### src/rtl/hist_div_ctrl_pkg.sv
// hist_pkg: shared constants and the state encoding for hist_div_ctrl.
// Purpose : entry/line geometry of the CDF and scratch memories, the
//           saturation value of an equalisation map entry, and the
//           controller state type.
// Ports   : none (package).
package hist_pkg;

  localparam int ENTRY_W          = 32;
  localparam int PIX_W            = 8;
  localparam int ENTRIES_PER_LINE = 4;
  localparam int LINE_W           = ENTRY_W * ENTRIES_PER_LINE;
  localparam int MAP_MAX          = 255;

  // State encoding values, kept as named constants so other blocks (and
  // debug tooling) can refer to them without the enum type.
  localparam logic [3:0] ST_IDLE      = 4'd0;
  localparam logic [3:0] ST_MIN_RD    = 4'd1;
  localparam logic [3:0] ST_MIN_WAIT  = 4'd2;
  localparam logic [3:0] ST_MIN_CHK   = 4'd3;
  localparam logic [3:0] ST_CALC_DEN  = 4'd4;
  localparam logic [3:0] ST_LINE_RD   = 4'd5;
  localparam logic [3:0] ST_LINE_WAIT = 4'd6;
  localparam logic [3:0] ST_DIV_START = 4'd7;
  localparam logic [3:0] ST_DIV_WAIT  = 4'd8;
  localparam logic [3:0] ST_WRITE     = 4'd9;
  localparam logic [3:0] ST_WT_IDLE1  = 4'd10;
  localparam logic [3:0] ST_WT_IDLE2  = 4'd11;
  localparam logic [3:0] ST_COMPLETE  = 4'd12;

  typedef enum logic [3:0] {
    IDLE      = ST_IDLE,
    MIN_RD    = ST_MIN_RD,
    MIN_WAIT  = ST_MIN_WAIT,
    MIN_CHK   = ST_MIN_CHK,
    CALC_DEN  = ST_CALC_DEN,
    LINE_RD   = ST_LINE_RD,
    LINE_WAIT = ST_LINE_WAIT,
    DIV_START = ST_DIV_START,
    DIV_WAIT  = ST_DIV_WAIT,
    WRITE     = ST_WRITE,
    WT_IDLE1  = ST_WT_IDLE1,
    WT_IDLE2  = ST_WT_IDLE2,
    COMPLETE  = ST_COMPLETE
  } state_e;

endpackage

### src/rtl/hist_div_ctrl_seq_div.sv
// seq_div: restoring unsigned divider, one quotient bit per clock.
// Purpose : quot = num / den. Operands are captured on start; done pulses
//           for one cycle DIV_W+1 cycles after the start cycle, with quot
//           valid from that cycle until the next start.
// Ports   : clk, reset (sync, active-high), start (1-cycle pulse),
//           num/den [DIV_W-1:0] in, quot [DIV_W-1:0] out, done out.
module seq_div #(
  parameter int DIV_W = 18
) (
  input  logic             clk,
  input  logic             reset,
  input  logic             start,
  input  logic [DIV_W-1:0] num,
  input  logic [DIV_W-1:0] den,
  output logic [DIV_W-1:0] quot,
  output logic             done
);

  localparam int CNT_W = $clog2(DIV_W + 1);

  logic [DIV_W-1:0] rem_q, rem_d;
  logic [DIV_W-1:0] quo_q, quo_d;
  logic [DIV_W-1:0] den_q, den_d;
  logic [CNT_W-1:0] cnt_q, cnt_d;
  logic             busy_q, busy_d;
  logic             done_q, done_d;
  logic [DIV_W:0]   remShift;
  logic [DIV_W-1:0] remSub;

  // Divider state register.
  always_ff @(posedge clk) begin
    if (reset) begin
      rem_q  <= '0;
      quo_q  <= '0;
      den_q  <= '0;
      cnt_q  <= '0;
      busy_q <= 1'b0;
      done_q <= 1'b0;
    end else begin
      rem_q  <= rem_d;
      quo_q  <= quo_d;
      den_q  <= den_d;
      cnt_q  <= cnt_d;
      busy_q <= busy_d;
      done_q <= done_d;
    end
  end

  // One restoring step per cycle: the quotient register doubles as the
  // dividend shifter, so the next dividend bit is always its MSB.
  always_comb begin
    rem_d    = rem_q;
    quo_d    = quo_q;
    den_d    = den_q;
    cnt_d    = cnt_q;
    busy_d   = busy_q;
    done_d   = 1'b0;
    remShift = {rem_q, quo_q[DIV_W-1]};
    // Only used when remShift >= den, where the true difference fits DIV_W bits.
    remSub   = remShift[DIV_W-1:0] - den_q;
    if (start) begin
      rem_d  = '0;
      quo_d  = num;
      den_d  = den;
      cnt_d  = CNT_W'(DIV_W);
      busy_d = 1'b1;
    end else if (busy_q) begin
      if (remShift >= {1'b0, den_q}) begin
        rem_d = remSub;
        quo_d = {quo_q[DIV_W-2:0], 1'b1};
      end else begin
        rem_d = remShift[DIV_W-1:0];
        quo_d = {quo_q[DIV_W-2:0], 1'b0};
      end
      cnt_d = cnt_q - 1'b1;
      if (cnt_q == CNT_W'(1)) begin
        busy_d = 1'b0;
        done_d = 1'b1;
      end
    end
  end

  assign quot = quo_q;
  assign done = done_q;

endmodule

### src/rtl/hist_div_ctrl.sv
// hist_div_ctrl: turns a 256-entry CDF into a histogram-equalisation map.
// Purpose : finds cdf_min (first nonzero CDF entry), then for every entry
//           computes ((cdf-cdf_min)*255)/(NUM_PIXELS-cdf_min) with seq_div,
//           packs 4 entries per 128-bit line and writes them to scratch
//           memory, then pulses div_sc_mem_wt_done.
// Config  : define HIST_DIV_ROUND_EN for round-to-nearest (adds den/2 to
//           the numerator); undefined gives truncating division. Timing is
//           identical in both builds.
// Ports   : clk, reset (sync, active-high)
//           cdf_wt_done        in   start pulse (ignored unless idle)
//           cdf_mem_rd_data    in   128b CDF line, entry k at [32k+31:32k]
//           cdf_mem_rd_addr    out  CDF line address (data valid RD_LAT later)
//           div_sc_mem_wt_addr out  scratch line address
//           div_sc_mem_wt_data out  packed map line, entry k at [32k+7:32k]
//           div_sc_mem_wt_en   out  one-cycle scratch write strobe
//           div_sc_mem_wt_done out  one-cycle completion pulse
//           div_InProgress     out  busy flag, start acceptance to done
module hist_div_ctrl
  import hist_pkg::*;
#(
  parameter int NUM_PIXELS = 1024,
  parameter int NUM_LINES  = 64,
  parameter int RD_LAT     = 2,
  parameter int DIV_W      = 18
) (
  input  logic              clk,
  input  logic              reset,
  input  logic              cdf_wt_done,
  input  logic [LINE_W-1:0] cdf_mem_rd_data,
  output logic [15:0]       cdf_mem_rd_addr,
  output logic [15:0]       div_sc_mem_wt_addr,
  output logic [LINE_W-1:0] div_sc_mem_wt_data,
  output logic              div_sc_mem_wt_en,
  output logic              div_sc_mem_wt_done,
  output logic              div_InProgress
);

  localparam logic [15:0]      LAST_LINE      = 16'(NUM_LINES - 1);
  localparam logic [3:0]       MIN_WAIT_LAST  = 4'(RD_LAT - 1);
  localparam logic [3:0]       LINE_WAIT_LAST = 4'(RD_LAT);
  localparam logic [DIV_W-1:0] PIX_TOTAL      = DIV_W'(NUM_PIXELS);
  localparam logic [DIV_W-1:0] QUOT_MAX       = DIV_W'(MAP_MAX);
  localparam logic [PIX_W-1:0] MAP_FULL       = PIX_W'(MAP_MAX);

  typedef logic [ENTRIES_PER_LINE-1:0][DIV_W-1:0] cdf_line_t;
  typedef logic [ENTRIES_PER_LINE-1:0][PIX_W-1:0] map_line_t;

  state_e           state_q, state_d;
  logic [15:0]      line_q, line_d;
  logic [3:0]       wait_q, wait_d;
  logic [1:0]       slot_q, slot_d;
  logic [DIV_W-1:0] cdfMin_q, cdfMin_d;
  logic [DIV_W-1:0] den_q, den_d;
  cdf_line_t        lineCdf_q, lineCdf_d;
  map_line_t        map_q, map_d;
  logic [15:0]      rdAddr_q, rdAddr_d;
  logic [15:0]      wtAddr_q, wtAddr_d;
  logic [LINE_W-1:0] wtData_q, wtData_d;
  logic             wtEn_q, wtEn_d;
  logic             done_q, done_d;
  logic             inProg_q, inProg_d;

  cdf_line_t        rdEntries;
  logic             minFound;
  logic [DIV_W-1:0] minVal;
  logic [DIV_W-1:0] curCdf;
  logic [DIV_W-1:0] diff;
  logic [DIV_W-1:0] numRaw;
  logic [DIV_W-1:0] numDiv;
  logic [PIX_W-1:0] quotClamp;
  logic [LINE_W-1:0] packedLine;
  state_e           afterSlot;
  logic             divStart;
  logic [DIV_W-1:0] divQuot;
  logic             divDone;

  seq_div #(.DIV_W(DIV_W)) u_div (
    .clk   (clk),
    .reset (reset),
    .start (divStart),
    .num   (numDiv),
    .den   (den_q),
    .quot  (divQuot),
    .done  (divDone)
  );

  // Controller and output registers; reset aborts any run in progress.
  always_ff @(posedge clk) begin
    if (reset) begin
      state_q   <= IDLE;
      line_q    <= '0;
      wait_q    <= '0;
      slot_q    <= '0;
      cdfMin_q  <= '0;
      den_q     <= '0;
      lineCdf_q <= '0;
      map_q     <= '0;
      rdAddr_q  <= '0;
      wtAddr_q  <= '0;
      wtData_q  <= '0;
      wtEn_q    <= 1'b0;
      done_q    <= 1'b0;
      inProg_q  <= 1'b0;
    end else begin
      state_q   <= state_d;
      line_q    <= line_d;
      wait_q    <= wait_d;
      slot_q    <= slot_d;
      cdfMin_q  <= cdfMin_d;
      den_q     <= den_d;
      lineCdf_q <= lineCdf_d;
      map_q     <= map_d;
      rdAddr_q  <= rdAddr_d;
      wtAddr_q  <= wtAddr_d;
      wtData_q  <= wtData_d;
      wtEn_q    <= wtEn_d;
      done_q    <= done_d;
      inProg_q  <= inProg_d;
    end
  end

  // Datapath helpers: line unpacking, first-nonzero search, numerator
  // formation and quotient saturation.
  always_comb begin
    rdEntries = '0;
    minFound  = 1'b0;
    minVal    = '0;
    // Scan high to low so the lowest nonzero slot wins.
    for (int k = ENTRIES_PER_LINE - 1; k >= 0; k--) begin
      rdEntries[k] = cdf_mem_rd_data[k*ENTRY_W +: DIV_W];
      if (cdf_mem_rd_data[k*ENTRY_W +: ENTRY_W] != '0) begin
        minFound = 1'b1;
        minVal   = cdf_mem_rd_data[k*ENTRY_W +: DIV_W];
      end
    end
    curCdf = lineCdf_q[slot_q];
    diff   = curCdf - cdfMin_q;
    // x*255 as (x<<8)-x; entries below cdf_min map to zero.
    numRaw = (curCdf >= cdfMin_q) ? ((diff << 8) - diff) : '0;
`ifdef HIST_DIV_ROUND_EN
    numDiv = numRaw + (den_q >> 1);
`else
    numDiv = numRaw;
`endif
    quotClamp = (divQuot > QUOT_MAX) ? MAP_FULL : divQuot[PIX_W-1:0];
    packedLine = '0;
    for (int k = 0; k < ENTRIES_PER_LINE; k++) begin
      packedLine[k*ENTRY_W +: ENTRY_W] = ENTRY_W'(map_q[k]);
    end
    afterSlot = (slot_q == 2'd3) ? WRITE : DIV_START;
  end

  // Next-state and registered-output logic.
  always_comb begin
    state_d   = state_q;
    line_d    = line_q;
    wait_d    = wait_q;
    slot_d    = slot_q;
    cdfMin_d  = cdfMin_q;
    den_d     = den_q;
    lineCdf_d = lineCdf_q;
    map_d     = map_q;
    rdAddr_d  = rdAddr_q;
    wtAddr_d  = wtAddr_q;
    wtData_d  = wtData_q;
    wtEn_d    = 1'b0;
    done_d    = 1'b0;
    inProg_d  = inProg_q;
    divStart  = 1'b0;
    case (state_q)
      IDLE: begin
        if (cdf_wt_done) begin
          inProg_d = 1'b1;
          line_d   = '0;
          state_d  = MIN_RD;
        end
      end
      MIN_RD: begin
        rdAddr_d = line_q;
        wait_d   = '0;
        state_d  = MIN_WAIT;
      end
      MIN_WAIT: begin
        wait_d = wait_q + 4'd1;
        if (wait_q == MIN_WAIT_LAST) state_d = MIN_CHK;
      end
      MIN_CHK: begin
        if (minFound) begin
          cdfMin_d = minVal;
          state_d  = CALC_DEN;
        end else if (line_q == LAST_LINE) begin
          // All-zero CDF: force den to zero so every entry maps to 0.
          cdfMin_d = PIX_TOTAL;
          state_d  = CALC_DEN;
        end else begin
          line_d  = line_q + 16'd1;
          state_d = MIN_RD;
        end
      end
      CALC_DEN: begin
        den_d   = PIX_TOTAL - cdfMin_q;
        line_d  = '0;
        state_d = LINE_RD;
      end
      LINE_RD: begin
        rdAddr_d = line_q;
        wait_d   = '0;
        state_d  = LINE_WAIT;
      end
      LINE_WAIT: begin
        wait_d = wait_q + 4'd1;
        if (wait_q == LINE_WAIT_LAST) begin
          lineCdf_d = rdEntries;
          slot_d    = '0;
          state_d   = DIV_START;
        end
      end
      DIV_START: begin
        // Degenerate cases resolve in one cycle without the divider.
        if (den_q == '0) begin
          map_d[slot_q] = (curCdf != '0) ? MAP_FULL : '0;
          slot_d        = slot_q + 2'd1;
          state_d       = afterSlot;
        end else if (numRaw == '0) begin
          map_d[slot_q] = '0;
          slot_d        = slot_q + 2'd1;
          state_d       = afterSlot;
        end else begin
          divStart = 1'b1;
          state_d  = DIV_WAIT;
        end
      end
      DIV_WAIT: begin
        if (divDone) begin
          map_d[slot_q] = quotClamp;
          slot_d        = slot_q + 2'd1;
          state_d       = afterSlot;
        end
      end
      WRITE: begin
        wtEn_d   = 1'b1;
        wtAddr_d = line_q;
        wtData_d = packedLine;
        state_d  = WT_IDLE1;
      end
      WT_IDLE1: state_d = WT_IDLE2;
      WT_IDLE2: begin
        if (line_q == LAST_LINE) begin
          state_d = COMPLETE;
        end else begin
          line_d  = line_q + 16'd1;
          state_d = LINE_RD;
        end
      end
      COMPLETE: begin
        done_d   = 1'b1;
        inProg_d = 1'b0;
        state_d  = IDLE;
      end
      default: state_d = IDLE;
    endcase
  end

  assign cdf_mem_rd_addr    = rdAddr_q;
  assign div_sc_mem_wt_addr = wtAddr_q;
  assign div_sc_mem_wt_data = wtData_q;
  assign div_sc_mem_wt_en   = wtEn_q;
  assign div_sc_mem_wt_done = done_q;
  assign div_InProgress     = inProg_q;

endmodule

### config.mk
export PLATFORM = sky130hd
export DESIGN_NAME = hist_div_ctrl
export DESIGN_NICKNAME = d
export VERILOG_FILES = /design/src/rtl/hist_div_ctrl_pkg.sv /design/src/rtl/hist_div_ctrl_seq_div.sv /design/src/rtl/hist_div_ctrl.sv
export SDC_FILE = /design/constraint.sdc
export NUM_CORES = 1
export LEC_CHECK = 0
export ABC_AREA = 0
export BUFFER_PORTS_ARGS = -buffer_cell sky130_fd_sc_hd__buf_2
export CORE_MARGIN = 2
export CORE_UTILIZATION = 35
export CTS_BUF_LIST = sky130_fd_sc_hd__clkbuf_8
export DETAILED_ROUTE_END_ITERATION = 12
export SLEW_MARGIN = 10
export SYNTH_ARGS = -nofsm -noshare
export SYNTH_HDL_FRONTEND = slang
export SYNTH_HIERARCHICAL = 1
export SYNTH_SLANG_ARGS = --single-unit
### constraint.sdc
create_clock -name clk -period 8.8 [get_ports clk]
set_input_delay 1.76 -clock clk [delete_from_list [all_inputs] [get_ports clk]]
set_output_delay 1.76 -clock clk [all_outputs]
set_load 0.05 [all_outputs]
# After elaboration in Yosys (flattened, before gate mapping)
# Cells that the tools add are included.
dict set report classes {
  n_eq_ne 23
  div 0
  mul 0
  reduce_logical 27
  addsub 8
  mux 61
  order_cmp 5
  shifts 0
  n_bitwise 3
}
# cell count
set op_table {}
lappend op_table {{$mux W18} 11}
lappend op_table {{$reduce_bool A32 Y1} 4}
lappend op_table {{$mux W32} 3}
lappend op_table {{$bwmux W32} 2}
lappend op_table {{$pmux W16 S4} 1}
lappend op_table {{$pmux W32 S2} 1}
lappend op_table {{$sub A18 B18 Y18} 3}
lappend op_table {{$mux W16} 3}
lappend op_table {{$pmux W4 S12} 1}
lappend op_table {{$bmux W18 S2} 1}
lappend op_table {{$logic_not A18 Y1} 2}
lappend op_table {{$and A32 B32 Y32} 1}
lappend op_table {{$mux W4} 8}
lappend op_table {{$not A32 Y32} 1}
lappend op_table {{$mux W8} 3}
lappend op_table {{$eq A4 B4 Y1 const B} 5}
lappend op_table {{$ge A19 B18 Y1} 1}
lappend op_table {{$ge A18 B18 Y1} 1}
lappend op_table {{$gt A18 B8 Y1 const B} 1}
lappend op_table {{$reduce_bool A18 Y1} 1}
lappend op_table {{$sub A11 B18 Y18 const A} 1}
lappend op_table {{$add A16 B1 Y16 const B} 1}
lappend op_table {{$demux W8 S2} 1}
lappend op_table {{$eq A16 B6 Y1 const B} 1}
lappend op_table {{31 further kinds} 69}
dict set report word_totals {
  mem_bits_ro 0
  latch_bits 0
  ramBits 0
  n_memories 0
  regBits 294
  output_inout_bits 163
}

# Depth between registers and ports, before layout
dict set report logic_depth {
  word_depth 10
  mapped_depth 29
  depth_no_buf 26
}

# By module
# Netlist, hierarchy kept.
# module instances area_per_inst_um2 seq_area_each_um2 cells_each
set by_module_without_submodules {}
lappend by_module_without_submodules {hist_div_ctrl 1 12958.7 4664.5 1698}
lappend by_module_without_submodules {seq_div 1 3564.7 1221.2 446}

# Least setup slack after synthesis
# No wires, ideal clock.
dict set report synth_path {
  kind {flip-flop to flip-flop}
  from {register slot_q[0]}
  to {register u_div.rem_q[10]}
  path_stages_with_launch 28
  arrival_time_ns 7.089
  t_required_ns 8.726
  setup_time_ns 0.074
  path_slack_ns 1.637
  synth_period_minus_slack_ns 7.163
  path_cell_list {dfxtp_1 > buf_1 > clkbuf_1 > mux4_2 > ha_1 > a21o_1 > or3_1 > o211a_1 > o21a_1 > nor2_1 > o21bai_1 > a21oi_1 > xor2_1 > ha_1 > a21oi_1 > o21ai_1 > or4b_2 > a211oi_1 > nor2b_1 > or4_1 > a2111oi_0 > a211o_2 > nor3_1 > clkbuf_1 > nor2_1 > clkbuf_1 > o21ai_0 > a31oi_1}
}
dict set report synth_between {
  elab_chain_len 10
}
# element line_no
set synth_rtl {}
lappend synth_rtl {{start, declared} hist_div_ctrl.sv:51} ;# logic [1:0] slot_q, slot_d;
lappend synth_rtl {{start signal, assigned} hist_div_ctrl.sv:108} ;# slot_q <= slot_d;
lappend synth_rtl {{$bmux W18 S2 *} hist_div_ctrl.sv:136} ;# curCdf = lineCdf_q[slot_q];
lappend synth_rtl {{$mux W18 (not written as such) *} hist_div_ctrl.sv:136}
lappend synth_rtl {{$sub A18 B18 Y18} hist_div_ctrl.sv:137} ;# diff = curCdf - cdfMin_q;
lappend synth_rtl {{$sub A18 B18 Y18} hist_div_ctrl.sv:139} ;# numRaw = (curCdf >= cdfMin_q) ? ((diff << 8) - diff) : '0;
lappend synth_rtl {{$mux W18 *} hist_div_ctrl.sv:139}
lappend synth_rtl {{$logic_not A18 Y1 *} hist_div_ctrl.sv:224} ;# end else if (numRaw == '0) begin
lappend synth_rtl {{$mux W1 *} hist_div_ctrl.sv:224}
lappend synth_rtl {{$mux W1 *} hist_div_ctrl.sv:220} ;# if (den_q == '0) begin
lappend synth_rtl {{$mux W1 *} hist_div_ctrl.sv:170} ;# case (state_q)
lappend synth_rtl {{named net divStart} hist_div_ctrl.sv:73} ;# logic divStart;
lappend synth_rtl {{$reduce_or A2 Y1 (no line) *} -}
lappend synth_rtl {{end signal, assigned} hist_div_ctrl_seq_div.sv:40} ;# rem_q <= rem_d;
lappend synth_rtl {{end, declared} hist_div_ctrl_seq_div.sv:21} ;# logic [DIV_W-1:0] rem_q, rem_d;
# Mark *: on every way through the listed nets, which the timed path passes. The rest lies on a longest branch. The select of a mux whose other input is x is not followed.
# A chain may end at the register's enable or synchronous reset.

# Worst setup path in the final report
dict set report layout_path {
  from {register slot_q[0]}
  to {register u_div.rem_q[2]}
}
# Same word-level chain as after synthesis.

==> summary.txt <==
Setup path
  • Startpoint Class: flip-flop
  • Worst Path Class, Setup: flip-flop to flip-flop
  • CP required: 9260 ps
  • Crit. End Element: flip-flop
  • CP top delay family: simple AND/OR/NAND/NOR gates
  • CP arrival: 8020 ps
  • Worst path slowest cell: dfxtp_1
  • Crit path largest cell delay: between 700 and 800 ps
  • Crit path max fanout: 12
  • Worst Path Buf+Inv: 1
  • CP cell instances: buf_4, mux4_2, ha_1, or3_1, o211a_1, o21a_1, nor2_1, o21bai_1, a21oi_1, xor2_1, ha_1, a21oi_1, o21ai_1, or4b_2, a211oi_1, nor2b_1, or4_1, a2111oi_0, a211o_2, nor3_2, nor2_1, nand2_1, o311ai_0

Synth
  • Ys flop type: dfxtp_1
  • FFs w/ async S/R, synth: 0%
  • Yosys top cell area share: ~36%
  • Synth cell types: 83
  • Dominant cell type by area after synthesis: dfxtp_1
  • Syn avg cell area: 7.71 um2
  • Top-count cell post-synth: nand2_1
  • Synth warn: 6
  • Area contributors post-synth: dfxtp_1 (36%), nand2_1 (9.4%), a21oi_1 (9.1%)
  • Leading cell types by count after synthesis: nand2_1 (413), a21oi_1 (299), dfxtp_1 (294)
  • #FFs+latches synth: about 290
  • Post-synthesis instance total: 2,144
  • Number of enable flip-flop cells after synthesis: 0
  • Register area share after synthesis: 35.6%
  • Mapped cell area: 16,500 um2

Timing
  • Final period util: 85.9%
  • Final worst path period need: ~7600 ps
  • Final setup viols: 0
  • Fin. Hold Viols: 0
  • RSZ-0062 raised after global routing: no
  • Fin Clk Skew: 36.2 ps
  • Fmax: 132 MHz
  • Slew Limit Fails: 0
  • TNS Setup: 0 ps
  • Worst slew margin: between 20% and 30%
  • Worst-margin pin slew: about 1200 ps

Clocking
  • Clock sink total: 294
  • Postcts setup bufs: 0
  • CTS tree: built
  • Worst-path clk slew: 60 ps
  • Worst skew pair latency: 590 ps
  • Clock root cell: clkbuf_8
  • CTS H-tree depth: 2
  • Post-cts resize count: 0
  • CTS Hold Bufs: 0
  • Max Root-Sink Buffers: 3
  • CTS Buf Count: 51

Routing
  • Drt total wl: 47,100 um
  • Routed len/inst: 16.1 um
  • TritonRoute pass-1 iters: 5
  • # DRC: 0
  • DRT iter0 DRCs: 1,204
  • Via count: 15,200
  • Vias per cell: 5.18
  • DRT antenna net count: 0

Floorplanning
  • I/O pin count: 294
  • Core box area: 46,600 um2
  • Die area: just under 50,000 um2
  • Die X: 221 um
  • DIE HEIGHT: ~220 um
  • Initial Util: 35.5%
  • Row count: about 80

Final layout
  • Nets: 2,490
  • # fillers: roughly 4,800
  • Layout cell share with drive strength beyond 1: 14.7%
  • Synth-to-layout area growth: 12.3%
  • Finished Layout Cells: ~2,900
  • Post-route cell area: 18,600 um2

Global routing
  • Largest net degree at the start of global routing: roughly 100
  • Vias in the first global route: about 14,000
  • All-Layer GR Usage: 18.5%
  • Initial antenna violation count: 0
  • Grt total ovfl: 0
  • First-pass GRT wire length: 76,300 um

Flow run
  • Max_cap viols: 0

Power
  • Leakage Power: between 7 and 8 nW
  • Total power: 4.35 mW
  • PD cells: 234 nW/um2
  • Worst VDD drop: between 0.1 and 0.15 mV

Place
  • Gpl congestion: 0.864
  • Cells after DPL: roughly 2,800
  • Area after DPL: ~18,000 um2
  • Post-DP HPWL: around 35,000 um
  • PortBufs: 197

Hold path
  • Worst hold-check path type: flip-flop to flip-flop

Run status
  • Outcome: finished, final reports clean
-- cell type report --
cell class / instances / area, um2 / share of cell area [%]
clock inverter: 25 / 136 / 0.735
multi-input combinational: 1670 / 9610 / 51.8
sequential: 294 / 5890 / 31.7
inverter: 66 / 248 / 1.34
timing repair buffer: 212 / 1110 / 5.97
antenna: 1 / 2.50 / 0.0135
clock buffer: 58 / 798 / 4.30
tap: 607 / 759 / 4.09
-- registers in the layout, summed over array words and instances, names as in the netlist, 2 cells and up --
signal / flops
lineCdf_q: 72
div_sc_mem_wt_data: 32
map_q: 32
cdfMin_q: 18
den_q: 18
u_div/den_q: 18
u_div/quot: 18
u_div/rem_q: 18
cdf_mem_rd_addr: 16
div_sc_mem_wt_addr: 16
line_q: 16
u_div/cnt_q: 5
state_q: 4
wait_q: 4
slot_q: 2
-- placed cells by master, fill, tap and decap left out, types with 23 or more instances in the layout --
cell      Yosys  final
a21oi_1     299    299
o21ai_0      90     90
nor4_1       49     49
inv_1        66     84
a211oi_1     31     31
xnor2_1      41     41
xor2_1       33     33
dfxtp_1     294    293
conb_1        1     96
clkbuf_8      0     59
ha_1         62     62
buf_2        11    196
mux2i_1      39     39
nand3_1      29     28
nor2_1      193    191
nand2_1     413    413
o21a_1       23     23
-- logic make-up (layout without fill, tap and decap cells) --
group	count (synthesis)	count (layout)	synth area share, %
AND/OR/NAND/NOR	826	826	22.1
XOR/XNOR	75	75	4.06
AO/OA/AOI/OAI	552	552	19.9
multiplexers	57	57	4.82
other	1	97	0.0227
adder cells (fa/ha/maj)	64	64	4.94
flip-flops	294	294	35.6
buffers and inverters	275	361	8.56
-- final timing paths --
kind / startpoint / end / slack [ps] / depth (start not counted)
hold / removal: lineCdf_q[52] / lineCdf_q[52] / 450 / 2
hold reg to reg: lineCdf_q[52] / lineCdf_q[52] / 450 / 2
setup reg to reg: slot_q[0] / u_div/rem_q[2] / 1240 / 23
setup / recovery: slot_q[0] / u_div/rem_q[2] / 1240 / 23
-- worst min-delay path, stage by stage (launching register included) --
cell     delay, ps
dfxtp_1        300
nand2_1         50
a21oi_1         50
-- report_power, final --
group / leakage, nW / internal (mW) / total (mW) / switching (mW)
clock network: 0.549 / 0.624 / 1.17 / 0.546
registers: 2.37 / 1.36 / 1.39 / 0.0371
logic: 4.43 / 0.626 / 1.79 / 1.16
-- stage by stage --
| step | setup WS [ps] | hold WS [ps] | utilization (%) |
|---|---|---|---|
| floorplan | 1640 | 432 | - |
| global route | 532 | 471 | 39.8 |
| detailed placement | 1270 | 447 | 37.8 |
| global placement | 1580 | 442 | 37.8 |
| finish | 1240 | 452 | 39.8 |
| CTS | 1220 | 455 | 39.8 |
-- per-layer routing --
layer	vias to the layer above	GRT usage, %	share of wire (%)
li1	7567	-	-
met3	57	2.74	4.6
met5	-	0	0
met4	0	4.26	1.4
met1	7192	25.6	47
met2	371	30.3	47
No activity file was read; power rests on OpenSTA's default activity.
